### config.mk
export PLATFORM = sky130hd
export DESIGN_NAME = music_box_sequencer_flat
export DESIGN_NICKNAME = d
export VERILOG_FILES = /design/src/rtl/music_box_sequencer_if.sv /design/src/rtl/music_box_sequencer.sv /design/src/flat_wrapper.sv
export SDC_FILE = /design/constraint.sdc
export NUM_CORES = 1
export LEC_CHECK = 0
export ABC_AREA = 1
export BUFFER_PORTS_ARGS = -buffer_cell sky130_fd_sc_hd__buf_2
export CORE_MARGIN = 2
export CORE_UTILIZATION = 55
export CTS_BUF_LIST = sky130_fd_sc_hd__clkbuf_8 sky130_fd_sc_hd__clkbuf_16
export DETAILED_ROUTE_END_ITERATION = 16
export PLACE_DENSITY = 0.86
export SLEW_MARGIN = 40
export SYNTH_ARGS = -nofsm -noshare
export SYNTH_HDL_FRONTEND = slang
export SYNTH_SLANG_ARGS = --single-unit
### constraint.sdc
create_clock -name clk -period 2.5 [get_ports clk]
set_input_delay 0.5 -clock clk [delete_from_list [all_inputs] [get_ports clk]]
set_output_delay 0.5 -clock clk [all_outputs]
set_load 0.02 [all_outputs]
### src/rtl/music_box_sequencer_if.sv
// Song-ROM read bus between the music-box sequencer and the song memory.
// Read data is returned exactly one cycle after mem_rd is sampled high.
interface music_box_sequencer_if;
  logic [6:0] mem_addr;
  logic       mem_rd;
  logic [6:0] mem_data;

  modport master (output mem_addr, output mem_rd, input mem_data);
  modport slave  (input mem_addr, input mem_rd, output mem_data);
endinterface

### src/rtl/music_box_sequencer.sv
// Music-box playback controller: latches a song request, walks the song's instruction
// table one note at a time, times each note in beats and drives the note index.
module music_box_sequencer #(
  parameter int unsigned TICKS_PER_BEAT = 25_000_000,
  parameter int unsigned GAP_TICKS      = 2_500_000
) (
  input  logic                         clk,
  input  logic                         rst_n,
  input  logic [2:0]                   i_song_sel,
  input  logic                         i_start,
  input  logic                         i_stop,
  music_box_sequencer_if.master        mem,
  output logic [3:0]                   o_note_case,
  output logic                         o_note_on,
  output logic [1:0]                   o_cur_song,
  output logic                         o_busy,
  output logic                         o_done
);

  localparam int unsigned MAX_BEATS = 4 * TICKS_PER_BEAT;
  localparam int unsigned MAX_LOAD  = (GAP_TICKS > MAX_BEATS) ? GAP_TICKS : MAX_BEATS;
  localparam int unsigned CNT_W     = $clog2(MAX_LOAD + 1);
  localparam logic [3:0]  NOTE_REST = 4'd8;
  localparam logic [4:0]  LOC_LAST  = 5'd31;

  typedef enum logic [2:0] {
    S_IDLE,
    S_FETCH,
    S_DECODE,
    S_PLAY,
    S_GAP,
    S_DONE
  } state_t;

  state_t           r_state, w_state;
  logic [4:0]       r_loc, w_loc;
  logic [CNT_W-1:0] r_cnt, w_cnt;
  logic             r_start, w_start;
  logic [1:0]       r_sel_idx, w_sel_idx;
  logic [6:0]       r_mem_addr, w_mem_addr;
  logic             r_mem_rd, w_mem_rd;
  logic [3:0]       r_note_case, w_note_case;
  logic             r_note_on, w_note_on;
  logic [1:0]       r_cur_song, w_cur_song;
  logic             r_busy, w_busy;
  logic             r_done, w_done;
  logic             w_adv;

  // Note length in clock cycles for a 2-bit duration code (code 0 = one beat).
  function automatic logic [CNT_W-1:0] beat_load(input logic [1:0] dur);
    logic [CNT_W-1:0] v;
    case (dur)
      2'd0:    v = CNT_W'(TICKS_PER_BEAT);
      2'd1:    v = CNT_W'(2 * TICKS_PER_BEAT);
      2'd2:    v = CNT_W'(3 * TICKS_PER_BEAT);
      default: v = CNT_W'(MAX_BEATS);
    endcase
    return v;
  endfunction

  // Request capture: start is registered together with the priority-encoded song.
  always_comb begin
    w_start   = i_start && !i_stop && (r_state == S_IDLE) && !r_start && (i_song_sel != 3'd0);
    w_sel_idx = 2'd2;
    if (i_song_sel[0])      w_sel_idx = 2'd0;
    else if (i_song_sel[1]) w_sel_idx = 2'd1;
  end

  // Next-state and next-output logic; every output is registered below.
  always_comb begin
    w_state     = r_state;
    w_loc       = r_loc;
    w_cnt       = r_cnt;
    w_mem_addr  = r_mem_addr;
    w_mem_rd    = 1'b0;
    w_note_case = r_note_case;
    w_note_on   = r_note_on;
    w_cur_song  = r_cur_song;
    w_busy      = r_busy;
    w_done      = 1'b0;
    w_adv       = 1'b0;

    case (r_state)
      S_IDLE: begin
        if (r_start) begin
          w_state    = S_FETCH;
          w_cur_song = r_sel_idx;
          w_loc      = 5'd1;
          w_mem_rd   = 1'b1;
          w_mem_addr = {r_sel_idx, 5'd1};
          w_busy     = 1'b1;
        end
      end
      S_FETCH: begin
        w_state = S_DECODE;
      end
      S_DECODE: begin
        if (mem.mem_data[6]) begin
          w_state     = S_PLAY;
          w_note_case = mem.mem_data[5:2];
          w_note_on   = 1'b1;
          w_cnt       = beat_load(mem.mem_data[1:0]);
        end else begin
          w_state     = S_DONE;
          w_done      = 1'b1;
          w_note_case = NOTE_REST;
          w_note_on   = 1'b0;
        end
      end
      S_PLAY: begin
        if (r_cnt <= CNT_W'(1)) begin
          w_note_on   = 1'b0;
          w_note_case = NOTE_REST;
          if (GAP_TICKS != 0) begin
            w_state = S_GAP;
            w_cnt   = CNT_W'(GAP_TICKS);
          end else begin
            w_adv = 1'b1;
          end
        end else begin
          w_cnt = r_cnt - CNT_W'(1);
        end
      end
      S_GAP: begin
        if (r_cnt <= CNT_W'(1)) w_adv = 1'b1;
        else                    w_cnt = r_cnt - CNT_W'(1);
      end
      S_DONE: begin
        w_state = S_IDLE;
        w_busy  = 1'b0;
      end
      default: begin
        w_state = S_IDLE;
      end
    endcase

    // Advance to the next table entry; the table ends at location 31 without wrapping.
    if (w_adv) begin
      w_cnt = '0;
      if (r_loc == LOC_LAST) begin
        w_state     = S_DONE;
        w_done      = 1'b1;
        w_note_case = NOTE_REST;
        w_note_on   = 1'b0;
      end else begin
        w_state    = S_FETCH;
        w_loc      = r_loc + 5'd1;
        w_mem_rd   = 1'b1;
        w_mem_addr = {r_cur_song, r_loc + 5'd1};
      end
    end

    // Abort wins over everything else, including a same-cycle start.
    if (i_stop && (r_state != S_IDLE)) begin
      w_state     = S_IDLE;
      w_cnt       = '0;
      w_mem_rd    = 1'b0;
      w_note_case = NOTE_REST;
      w_note_on   = 1'b0;
      w_busy      = 1'b0;
      w_done      = 1'b0;
    end
  end

  always_ff @(posedge clk or negedge rst_n) begin
    if (!rst_n) begin
      r_state     <= S_IDLE;
      r_loc       <= '0;
      r_cnt       <= '0;
      r_start     <= 1'b0;
      r_sel_idx   <= '0;
      r_mem_addr  <= '0;
      r_mem_rd    <= 1'b0;
      r_note_case <= NOTE_REST;
      r_note_on   <= 1'b0;
      r_cur_song  <= '0;
      r_busy      <= 1'b0;
      r_done      <= 1'b0;
    end else begin
      r_state     <= w_state;
      r_loc       <= w_loc;
      r_cnt       <= w_cnt;
      r_start     <= w_start;
      r_sel_idx   <= w_sel_idx;
      r_mem_addr  <= w_mem_addr;
      r_mem_rd    <= w_mem_rd;
      r_note_case <= w_note_case;
      r_note_on   <= w_note_on;
      r_cur_song  <= w_cur_song;
      r_busy      <= w_busy;
      r_done      <= w_done;
    end
  end

  assign mem.mem_addr = r_mem_addr;
  assign mem.mem_rd   = r_mem_rd;
  assign o_note_case  = r_note_case;
  assign o_note_on    = r_note_on;
  assign o_cur_song   = r_cur_song;
  assign o_busy       = r_busy;
  assign o_done       = r_done;

endmodule
### src/flat_wrapper.sv
// flat-port wrapper written by rule: the top's interface ports become plain ports
module music_box_sequencer_flat 
#(
  parameter int unsigned TICKS_PER_BEAT = 25_000_000,
  parameter int unsigned GAP_TICKS      = 2_500_000
)
  (clk, rst_n, i_song_sel, i_start, i_stop, o_note_case, o_note_on, o_cur_song, o_busy, o_done, mem_mem_addr, mem_mem_rd, mem_mem_data);
  music_box_sequencer_if mem_i ();
  input  logic clk;
  input  logic rst_n;
  input  logic [2:0] i_song_sel;
  input  logic i_start;
  input  logic i_stop;
  output logic [3:0] o_note_case;
  output logic o_note_on;
  output logic [1:0] o_cur_song;
  output logic o_busy;
  output logic o_done;
  output wire logic [$bits(mem_i.mem_addr)-1:0] mem_mem_addr;
  output wire logic [$bits(mem_i.mem_rd)-1:0] mem_mem_rd;
  input wire logic [$bits(mem_i.mem_data)-1:0] mem_mem_data;
  assign mem_mem_addr = mem_i.mem_addr;
  assign mem_mem_rd = mem_i.mem_rd;
  assign mem_i.mem_data = mem_mem_data;
  music_box_sequencer #(.TICKS_PER_BEAT(TICKS_PER_BEAT), .GAP_TICKS(GAP_TICKS)) u_core (.clk(clk), .rst_n(rst_n), .i_song_sel(i_song_sel), .i_start(i_start), .i_stop(i_stop), .mem(mem_i), .o_note_case(o_note_case), .o_note_on(o_note_on), .o_cur_song(o_cur_song), .o_busy(o_busy), .o_done(o_done));
endmodule
==> results.sh <==
export IMPL_grt_usage_pct=25.50
export IMPL_row_count=28
export IMPL_fmax_mhz=444.1
export IMPL_viasPerCell=5.288
export IMPL_synthesis_area_um2=3423
export IMPL_worstPathRequired_ns=2.76
export IMPL_ys_types=30
export IMPL_cts_hold_buffers=0
export IMPL_multi_input_area_um2=1723
export IMPL_path_cells="nor2_1 -> nand2_1 -> inv_1 -> nand2_1 -> nor2_1 -> nand2_1 -> nand2_4 -> nand2_2 -> nand3_4 -> nand2_4 -> nor2_1 -> nand2_1 -> nand2_1"
export IMPL_critPathBufInv=1
export IMPL_cts_num_sinks=55
export IMPL_fin_skew_ns=0.007676
export IMPL_power_mw=4.316
export IMPL_clkLatencyLatePin_ns=0.32
export IMPL_die_y_um=82.90
export IMPL_p_leak_nw=2.078
export IMPL_reg2reg_from="u_core.r_cnt[12]$_DFFE_PN0P_"
export IMPL_synth_top_area_cell="dfrtp_1"
export IMPL_clk_pin_slew_ns=0.11
export IMPL_crit_path_max_fanout=26
export IMPL_grt_pass1_wl_um=14460
export IMPL_cp_top_family="simple AND/OR/NAND/NOR gates"
export IMPL_crit_path_top_delay_cell="dfrtp_1"
export IMPL_rsz0062_at_grt="no"
export IMPL_detail_route_antenna_nets=0
export IMPL_post_route_min_period_ns=2.252
export IMPL_timing_setup_tns_ns=0
export IMPL_antenna_cells=0
export IMPL_power_density_nw_per_um2=1147
export IMPL_area_growth_pct=9.905
export IMPL_avgSynthCellArea_um2=6.847
export IMPL_die_w_um=82.90
export IMPL_cts_inserted_buffers=5
export IMPL_cts_resized=0
export IMPL_antenna_found_initial=0
export IMPL_fin_nets=558
export IMPL_grt_max_degree=33
export IMPL_crit_top_cell="nand2_1"
export IMPL_ff_latch_area_um2=1378
export IMPL_drv_cap=0
export IMPL_overflow=0
export IMPL_status="complete, no violations"
export IMPL_drcViolationCount=0
export IMPL_yosysWarnings=0
export IMPL_place_area_um2=3664
export IMPL_netlist_area_leader_share_pct=39.47
export IMPL_cts_root_buffer="clkbuf_8"
export IMPL_rrSetupSlack_ns=0.25
export IMPL_ios=31
export IMPL_drv_slew=0
export IMPL_cp_start_kind="register"
export IMPL_design_area_um2=3762
export IMPL_ys_seq_area_share_pct=40.24
export IMPL_critPathKind="register to register"
export IMPL_worstMarginPinSlew_ns=0.4890
export IMPL_setup_viol=0
export IMPL_postCtsSetupBuffers=0
export IMPL_clock_path_buffers=2
export IMPL_drtPass1Iterations=5
export IMPL_async_reset_ff_share_pct=100.0
export IMPL_grt_pass1_vias=3160
export IMPL_worstSetupEndpoint="u_core.r_cnt[21]$_DFFE_PN0P_"
export IMPL_hp_class="input port to asynchronous set/reset pin"
export IMPL_drive_above_1_share_pct=11.92
export IMPL_syn_inst=500
export IMPL_timing_rr_end="u_core.r_cnt[21]$_DFFE_PN0P_"
export IMPL_h_tree_depth=2
export IMPL_worstPathArrival_ns=2.51
export IMPL_fillers=548
export IMPL_initial_utilization_pct=57.48
export IMPL_dpl_hpwl_um=6406
export IMPL_totalWireLength_um=8281
export IMPL_coreArea_um2=5956
export IMPL_hold_violations=0
export IMPL_worst_path_stages=13
export IMPL_synth_seq_cells=55
export IMPL_portBuffers=30
export IMPL_synth_flop_cell="dfrtp_1"
export IMPL_via_count=3236
export IMPL_syn_num_nets=522
export IMPL_ys_top_cells_by_count="nand2_1 (157), nor2_1 (82), inv_1 (71)"
export IMPL_dr_first_iter_drc_count=362
export IMPL_vdd_drop_max_v=0.0007043
export IMPL_synth_edf_count=0
export IMPL_cts_tree="done"
export IMPL_synth_most_common_cell="nand2_1"
export IMPL_crit_start="u_core.r_cnt[12]$_DFFE_PN0P_"
export IMPL_fin_crit_sh_pct=90.07
export IMPL_relSlewSlack_pct=67.05
export IMPL_die_area_um2=6872
export IMPL_worstRegToRegCells=13
export IMPL_synthTopCellsByArea="dfrtp_1 (39%), nand2_1 (17%), nor2_1 (9.0%)"
export IMPL_wl_per_cell_um=13.53
export IMPL_globalplace_congestion=0.9806
export IMPL_critPathCaptureType="register"
export IMPL_critical_path_max_stage_delay_ns=0.46
power breakdown:
part	switching [mW]	total, mW	internal [mW]
combinational	1.53	2.27	0.745
sequential	0.318	1.50	1.18
clock	0.334	0.542	0.209
total	2.18	4.32	2.14
cell families after synthesis:
| group | after synthesis | synth area share [%] |
|---|---|---|
| AO/OA/AOI/OAI | 53 | 8.406 |
| XOR/XNOR | 15 | 3.838 |
| adder cells (fa/ha/maj) | 8 | 2.924 |
| buffers and inverters | 81 | 9.430 |
| flip-flops | 55 | 40.24 |
| AND/OR/NAND/NOR | 288 | 35.16 |
worst reg2reg max path: stages (launching register included):
cell	delay [ns]
dfrtp_1	0.46
nor2_1	0.19
nand2_1	0.14
inv_1	0.07
nand2_1	0.04
nor2_1	0.10
nand2_1	0.12
nand2_4	0.13
nand2_2	0.16
nand3_4	0.11
nand2_4	0.18
nor2_1	0.32
nand2_1	0.09
nand2_1	0.08
layer usage:
metal,up-vias,routed length (um),GRT usage (%)
li1,1610,-,-
met1,1508,3775,35.75
met2,99,3843,41.42
met3,19,463,2.584
met4,0,198,8.644
met5,-,0,0
cells in the final DEF, fill, tap and decap left out:
cell type / count
dfstp_2: 1
nand2_1: 157
inv_8: 1
nor2_1: 82
xor2_1: 13
o21a_1: 1
nor2_4: 1
nand4_1: 8
nand2_2: 5
inv_1: 71
buf_4: 6
dfrtp_1: 54
inv_6: 1
a31oi_1: 1
nand3_4: 1
nor3_1: 3
o21ai_0: 27
inv_2: 4
ha_1: 8
buf_2: 29
clkinvlp_4: 1
nor2_2: 4
xnor2_1: 2
nand2_4: 3
o21ai_1: 5
o31ai_1: 1
a22oi_1: 2
nand3_1: 22
o22ai_1: 5
or2_2: 2
clkbuf_8: 5
a21oi_1: 9
o211ai_1: 2
sequential cells by signal (all words and copies together) (netlist names):
name                 count
u_core.o_cur_song        2
u_core.o_done            1
u_core.r_state           3
u_core.r_sel_idx         2
u_core.mem.mem_rd        1
u_core.r_loc             5
u_core.o_busy            1
u_core.r_cnt            27
u_core.mem.mem_addr      7
u_core.r_start           1
u_core.o_note_on         1
u_core.o_note_case       4
layout make-up:
cell class,count,share of cell area (%)
clock buffers,5,1.829
clock inverters,3,0.7316
inverters,75,7.483
multi-input cells,364,45.79
flip-flops and latches,55,36.61
well taps,75,2.494
repair buffers,35,5.055
worst min path at each step:
stage / start / to / slack [ns] / cells after the start
6_report: rst_n / u_core.r_cnt[2]$_DFFE_PN0P_ / 0.11 / 1
5_1_grt: rst_n / u_core.r_cnt[3]$_DFFE_PN0P_ / 0.14 / 1
4_1_cts: rst_n / u_core.r_cnt[26]$_DFFE_PN0P_ / 0.25 / 1
3_5_place_dp: u_core.mem.mem_addr[3]$_DFF_PN0_ / u_core.mem.mem_addr[3]$_DFF_PN0_ / 0.46 / 2
3_3_place_gp: u_core.mem.mem_addr[3]$_DFF_PN0_ / u_core.mem.mem_addr[3]$_DFF_PN0_ / 0.46 / 2
2_1_floorplan: rst_n / u_core.mem.mem_addr[0]$_DFF_PN0_ / 0.20 / 0
through the flow:
| stage | std cells | hold slack (ns) | utilization [%] | worst slack (ns) |
|---|---|---|---|---|
| after global routing | 612 | 0.1357 | 63.17 | 0.02516 |
| after global placement | 604 | 0.4552 | 61.51 | 0.3376 |
| after floorplan | 500 | 0.2044 | - | 0.7176 |
| final | 612 | 0.1082 | 63.17 | 0.2483 |
| after detailed placement | 604 | 0.4630 | 61.51 | 0.2976 |
| after CTS | 612 | 0.2516 | 63.13 | 0.2697 |
No activity file was read; power rests on OpenSTA's default activity.
